[src/rtl/serial_cmp_pkg.sv]
// Shared types and constants for the serial magnitude comparator.
// Holds the FSM state encoding, the registered result codes, and a helper
// that maps the first differing bit pair to a winner.
package serial_cmp_pkg;

  // Comparator FSM states.
  typedef enum logic [1:0] {
    IDLE  = 2'd0,
    SHIFT = 2'd1,
    DONE  = 2'd2
  } state_e;

  // Registered result codes; the output flags are decoded from these.
  localparam logic [1:0] EQ   = 2'd0;
  localparam logic [1:0] GT_A = 2'd1;
  localparam logic [1:0] GT_B = 2'd2;

  // Winner of the first differing pair. 'invert' flips the sense, which is
  // how a two's-complement sign bit behaves (A=1 there means A is negative).
  function automatic logic [1:0] pick_winner(input logic a_bit, input logic invert);
    return (a_bit ^ invert) ? GT_A : GT_B;
  endfunction

endpackage

[src/rtl/serial_comparator.sv]
// Bit-serial comparator: consumes WIDTH bit pairs MSB first, decides on the
// first differing pair, and presents EQ / GT_A / GT_B flags one cycle after
// the last bit. Optional build macro: SERIAL_CMP_SIGNED_EN selects
// two's-complement operands (a difference on the MSB inverts the winner);
// without it operands are unsigned.
module serial_comparator
  import serial_cmp_pkg::*;
#(
  parameter int WIDTH = 8
) (
  input  logic i_clk,
  input  logic i_rst_n,
  input  logic i_start,
  input  logic i_valid,
  input  logic i_a_bit,
  input  logic i_b_bit,
  output logic o_ready,
  output logic o_busy,
  output logic o_done,
  output logic o_result_valid,
  output logic o_equal,
  output logic o_not_equal,
  output logic o_great_a,
  output logic o_great_b
);

  localparam int CNT_W = (WIDTH > 1) ? $clog2(WIDTH) : 1;
  localparam logic [CNT_W-1:0] LAST_IDX = CNT_W'(WIDTH - 1);

  state_e           r_state;
  logic [CNT_W-1:0] r_cnt;
  logic             r_decided;
  logic [1:0]       r_code;
  logic             r_result_valid;

  logic w_accept;
  logic w_last;
  logic w_first_diff;
  logic w_invert;

  // A pair is taken only in SHIFT; a start in the same cycle restarts instead.
  assign w_accept     = (r_state == SHIFT) && i_valid && !i_start;
  assign w_last       = w_accept && (r_cnt == LAST_IDX);
  assign w_first_diff = w_accept && (i_a_bit != i_b_bit) && !r_decided;

`ifdef SERIAL_CMP_SIGNED_EN
  // Counter value 0 marks the MSB, i.e. the sign bit.
  assign w_invert = (r_cnt == '0);
`else
  assign w_invert = 1'b0;
`endif

  // FSM, bit counter, decision latch and result register.
  // NOTE: sequential state uses non-blocking (<=) so every register samples
  // pre-edge values; blocking here would create order-dependent simulation.
  always_ff @(posedge i_clk or negedge i_rst_n) begin
    if (!i_rst_n) begin
      r_state        <= IDLE;
      r_cnt          <= '0;
      r_decided      <= 1'b0;
      r_code         <= EQ;
      r_result_valid <= 1'b0;
    end else if (i_start) begin
      // Start from any state (re)begins a comparison and clears the result.
      r_state        <= SHIFT;
      r_cnt          <= '0;
      r_decided      <= 1'b0;
      r_code         <= EQ;
      r_result_valid <= 1'b0;
    end else begin
      case (r_state)
        SHIFT: begin
          if (w_accept) begin
            // Hold the counter on the last bit so it never wraps.
            if (!w_last) begin
              r_cnt <= r_cnt + CNT_W'(1);
            end
            if (w_first_diff) begin
              r_decided <= 1'b1;
              r_code    <= pick_winner(i_a_bit, w_invert);
            end
            if (w_last) begin
              r_state        <= DONE;
              r_result_valid <= 1'b1;
            end
          end
        end
        DONE:    r_state <= IDLE;
        default: r_state <= IDLE;
      endcase
    end
  end

  // Handshake and status decode from the registered state.
  assign o_ready = (r_state == SHIFT);
  assign o_busy  = (r_state == SHIFT) || (r_state == DONE);
  assign o_done  = (r_state == DONE);

  // Flag decode from the registered result code; all zero until a result exists.
  assign o_result_valid = r_result_valid;
  assign o_equal        = r_result_valid && (r_code == EQ);
  assign o_not_equal    = r_result_valid && (r_code != EQ);
  assign o_great_a      = r_result_valid && (r_code == GT_A);
  assign o_great_b      = r_result_valid && (r_code == GT_B);

endmodule
[config.mk]
export PLATFORM = sky130hd
export DESIGN_NAME = serial_comparator
export DESIGN_NICKNAME = d
export VERILOG_FILES = /design/src/rtl/serial_cmp_pkg.sv /design/src/rtl/serial_comparator.sv
export SDC_FILE = /design/constraint.sdc
export NUM_CORES = 1
export LEC_CHECK = 0
export CORE_AREA = 4 4 41 43
export DETAILED_ROUTE_END_ITERATION = 16
export DIE_AREA = 0 0 45 47
export GPL_ROUTABILITY_DRIVEN = 0
export PLACE_DENSITY_LB_ADDON = 0.08
export SLEW_MARGIN = 20
export SYNTH_ARGS = -nofsm -noshare
export SYNTH_HDL_FRONTEND = slang
export SYNTH_SLANG_ARGS = --single-unit
export TNS_END_PERCENT = 30
[constraint.sdc]
create_clock -name i_clk -period 1.65 [get_ports i_clk]
set_input_delay 0.495 -clock i_clk [delete_from_list [all_inputs] [get_ports i_clk]]
set_output_delay 0.495 -clock i_clk [all_outputs]
set_load 0.005 [all_outputs]
==> summary by stage <==
Run status
The flow ran to the end, and the final reports show no timing, DRC or antenna violations.

Power and ir drop
The combinational share of power is between 10% and 20%. The power share of the clock group is between 30% and 40%. The worst-case IR drop observed on VDD is 0.4449 mV. The internal power consumption is 0.3775 mW. The share of power burned in registers is 49.3%. In this run the static leakage power is 0.3739 nW. Overall power consumption after layout is estimated at 0.4985 mW. The net switching fraction of the power is 24.28%. The power density over cell area is 732.4 nW/um^2. The net switching power is 0.1211 mW.

Worst setup path
The depth of the most critical reg-to-reg path is 5. The critical path endpoint category is an output pin. The worst reg2reg path startpoint is r_cnt[0]$_DFFE_PN0P_. By startpoint and endpoint, the worst setup path is classified as register to output pin. The worst register-to-register path has a setup slack of 220 ps. The worst setup path is launched from a register. The critical path arrival is 1120 ps. The worst register-to-register path ends at r_cnt[0]$_DFFE_PN0P_. The critical path required time is 1150 ps.

Along the worst path, the maximum fanout reaches 5.

Min path
The endpoint of the worst hold path is r_decided$_DFFE_PN0P_. The depth of the worst hold-timing path is 2. The class of the tightest hold or removal check is register to register. The hold path startpoint is r_decided$_DFFE_PN0P_.

Routing
For this run, design rule violations remaining after detail routing come to 0. The first routing iteration left 8 violations. The number of nets still failing antenna checks after routing is 0.

The first TritonRoute pass finished after 4 iterations. The routed wire length per instance is 12.01 microns. The routed design has 985 microns of wire. The total number of vias is approximately 400. In the routed layout, each cell is associated on average with a via count of around 5.

Timing
Setup repair after global routing could not meet its margin everywhere. The transition at the pin with the smallest max-transition slack is approximately 400 ps. The worst hold slack across all endpoints is about 510 ps. The final max-slew violation count was 0.

The highest clock frequency the design can meet is 620.1 MHz. The worst max-slew margin expressed relative to the limit is 73.51%. The final critical path takes up 97.74% of the cycle. After layout, the worst setup slack is 37.32 ps. After routing, the total negative slack on setup checks comes to 0 ps. The setup violation total in the final timing report is 0.

The clock arrives with 2.470 ps of skew. The final hold violation count is 0. The clock period minus final worst setup slack is ~1600 ps.

Place
The total instance count after detailed placement is 77. The instance area after placement is 664.4 sq um. Detailed placement ended at an HPWL of 769.2 microns. In this run the tool buffered the top-level ports with 13 buffer cells. The pre-CTS setup slack is -160.5 ps.

Yosys
The number of nets in the synthesized netlist is 53. The synthesized design contains 9 register bits. The mux contribution to synthesized area is 8.824%.

The distinct cell type count of the synthesized netlist is 19. The xor/xnor cell area share of the yosys netlist is between 3 and 4%. The number of instances in the synthesized netlist is 43. Of the total synthesized cell area, the portion taken by AND, OR, NAND and NOR gates is 17.91%.

The dominant combinational cell family by area after synthesis is simple AND/OR/NAND/NOR gates. Each instance of the synthesized netlist takes up on average between 10 and 15 sq um. During synthesis, Yosys emitted a total of 0 warnings. Sequential cells were found to cover around 48% of the synthesized design area. Summing the areas of all fa, ha and maj instances in the mapped netlist gives 10.70% of the synthesized area. Summing every instance area after synthesis gives ~470 sq um.

The synthesized netlist devotes under 10% of its cell area to compound gates.

GRT
The number of antenna violations at the first check in global routing was 0. For this run, the total global-route usage over all layers was measured as 10.56%. The global-route wire length before repair is 1.538 mm. For this run the aggregate overflow at the end of global routing stands at 0.

The number of global-route vias before repair is 383. The pin count of the biggest net entering global routing is 10.

Die
The number of top-level pins is 14. Once the floorplan was initialized, standard cells occupied roughly 36% of the core. The region available for standard cell placement spans 1301 sq um.

The y dimension of the die is 47 microns. The floorplan has 13 rows. Measured along the x axis, the die boundary spans between 40 and 50 microns. The floorplan step defined a die boundary enclosing roughly 2100 sq um.

CTS
Clock tree synthesis selected as its root buffer the cell sky130_fd_sc_hd__clkbuf_4. The CTS tree is done. Buffers inserted during clock tree synthesis total 3.

The depth of the CTS H-tree is 1. After clock tree synthesis, the flow added hold-fix buffers numbering 0. The worst-skew pair later-pin latency is 250 ps. In this run the deepest clock path goes through 2 buffers.

The clock-pin slew on the worst setup and hold paths is 60 ps. The clock sink total is 9.

Cells and area
The number of antenna diodes in the final layout is 0. Cells fill 52.31% of the core in the end. After filler insertion, the fill cell instance count of the layout stands at 130. The area of all placed cells without fillers is 680.7 sq um. The final net count is 78. The area growth from synthesis to layout is 45.45%. The share of layout cells above drive strength 1 is 25.37%. Leaving out filler cells and counting taps, the final layout contains 82.

Job
The tool flagged a number of max-cap violations equal to 0.
[critical path: stages (launching register included)]
cell and delay, ps:
sky130_fd_sc_hd__dfrtp_1 420, sky130_fd_sc_hd__o21a_1 190, sky130_fd_sc_hd__dlygate4sd2_1 250
[layer usage]
layer	wire (microns)	part of all wire (%)	vias up	global-route usage [%]
met5	0	0	-	0
met4	0	0	0	5.263
met3	78	7.9	0	4.598
met2	508	52	11	17.23
met1	399	41	193	11.79
li1	-	-	198	-
[cell families after synthesis]
kind of cell	after synthesis
fa+ha+maj	4
simple gates	15
buf+inv	4
mux	4
flops	9
xor+xnor	2
compound gates	5
[state kept, by name (all words and copies together), names as in the netlist]
register	cells
o_result_valid	1
r_cnt	3
r_code	2
r_decided	1
r_state	2
[what timing repair did]
item	4_1_cts	5_1_grt
gates cloned	0	0
pin swaps	1	0
resized for setup	15	5
endpoints found under the setup margin	8	4
endpoints found under the hold margin	0	0
setup buffers	0	1
[power groups by stage]
stage	clock [mW]	combinational, mW	sequential, mW
2_1_floorplan	0	0.0425	0.247
3_3_place_gp	0	0.0893	0.247
3_5_place_dp	0	0.0939	0.249
4_1_cts	0.172	0.0909	0.245
5_1_grt	0.190	0.0985	0.248
6_report	0.163	0.0895	0.246
[how the worst max path moves through the flow]
stage	start	to	slack [ps]	cells past startpoint
after floorplan	i_start	r_code[0]$_DFFE_PN0P_	330	4
after global routing	r_code[0]$_DFFE_PN0P_	o_equal	-40	2
after CTS	o_result_valid$_DFFE_PN0P_	o_great_b	20	2
final	r_code[0]$_DFFE_PN0P_	o_not_equal	40	2
after detailed placement	i_a_bit	r_code[0]$_DFFE_PN0P_	-160	4
after global placement	i_a_bit	r_code[0]$_DFFE_PN0P_	-90	4
[cell usage in the layout (no fill, tap or decap), types with 3 or more instances in the layout]
cell                              n
sky130_fd_sc_hd__mux2i_1          3
sky130_fd_sc_hd__inv_1            3
sky130_fd_sc_hd__clkbuf_4         3
sky130_fd_sc_hd__buf_4            8
sky130_fd_sc_hd__ha_1             3
sky130_fd_sc_hd__dfrtp_1          9
sky130_fd_sc_hd__dlygate4sd2_1    4
sky130_fd_sc_hd__clkdlybuf4s50_1  5
sky130_fd_sc_hd__nor2_1           6
[Yosys cell counts, drive strengths merged]
library cell,number,share of area [%]
o21a,1,1.6
nor2b,1,1.3
a31o,1,1.9
mux2i,3,6.4
xor2,2,3.7
ha,4,11
dfrtp,9,48
a31oi,2,2.7
inv,3,2.4
nand3b,1,1.6
and3b,2,3.7
nor2,6,4.8
nand2b,2,2.7
nand4,1,1.3
nand2,1,0.80
nor3b,1,1.6
buf,1,1.1
mux2,1,2.4
a21oi,1,1.1
[layout make-up]
type                       count  area, sq um  share of cell area (%)
inverter                       3        11.26                   1.654
timing repair buffer          21        165.2                   24.26
multi-input combinational     30        234.0                   34.37
clock buffer                   4        26.28                   3.860
tap                           15        18.77                   2.757
sequential                     9        225.2                   33.09
Note: power is estimated with default switching activity, not from simulation.
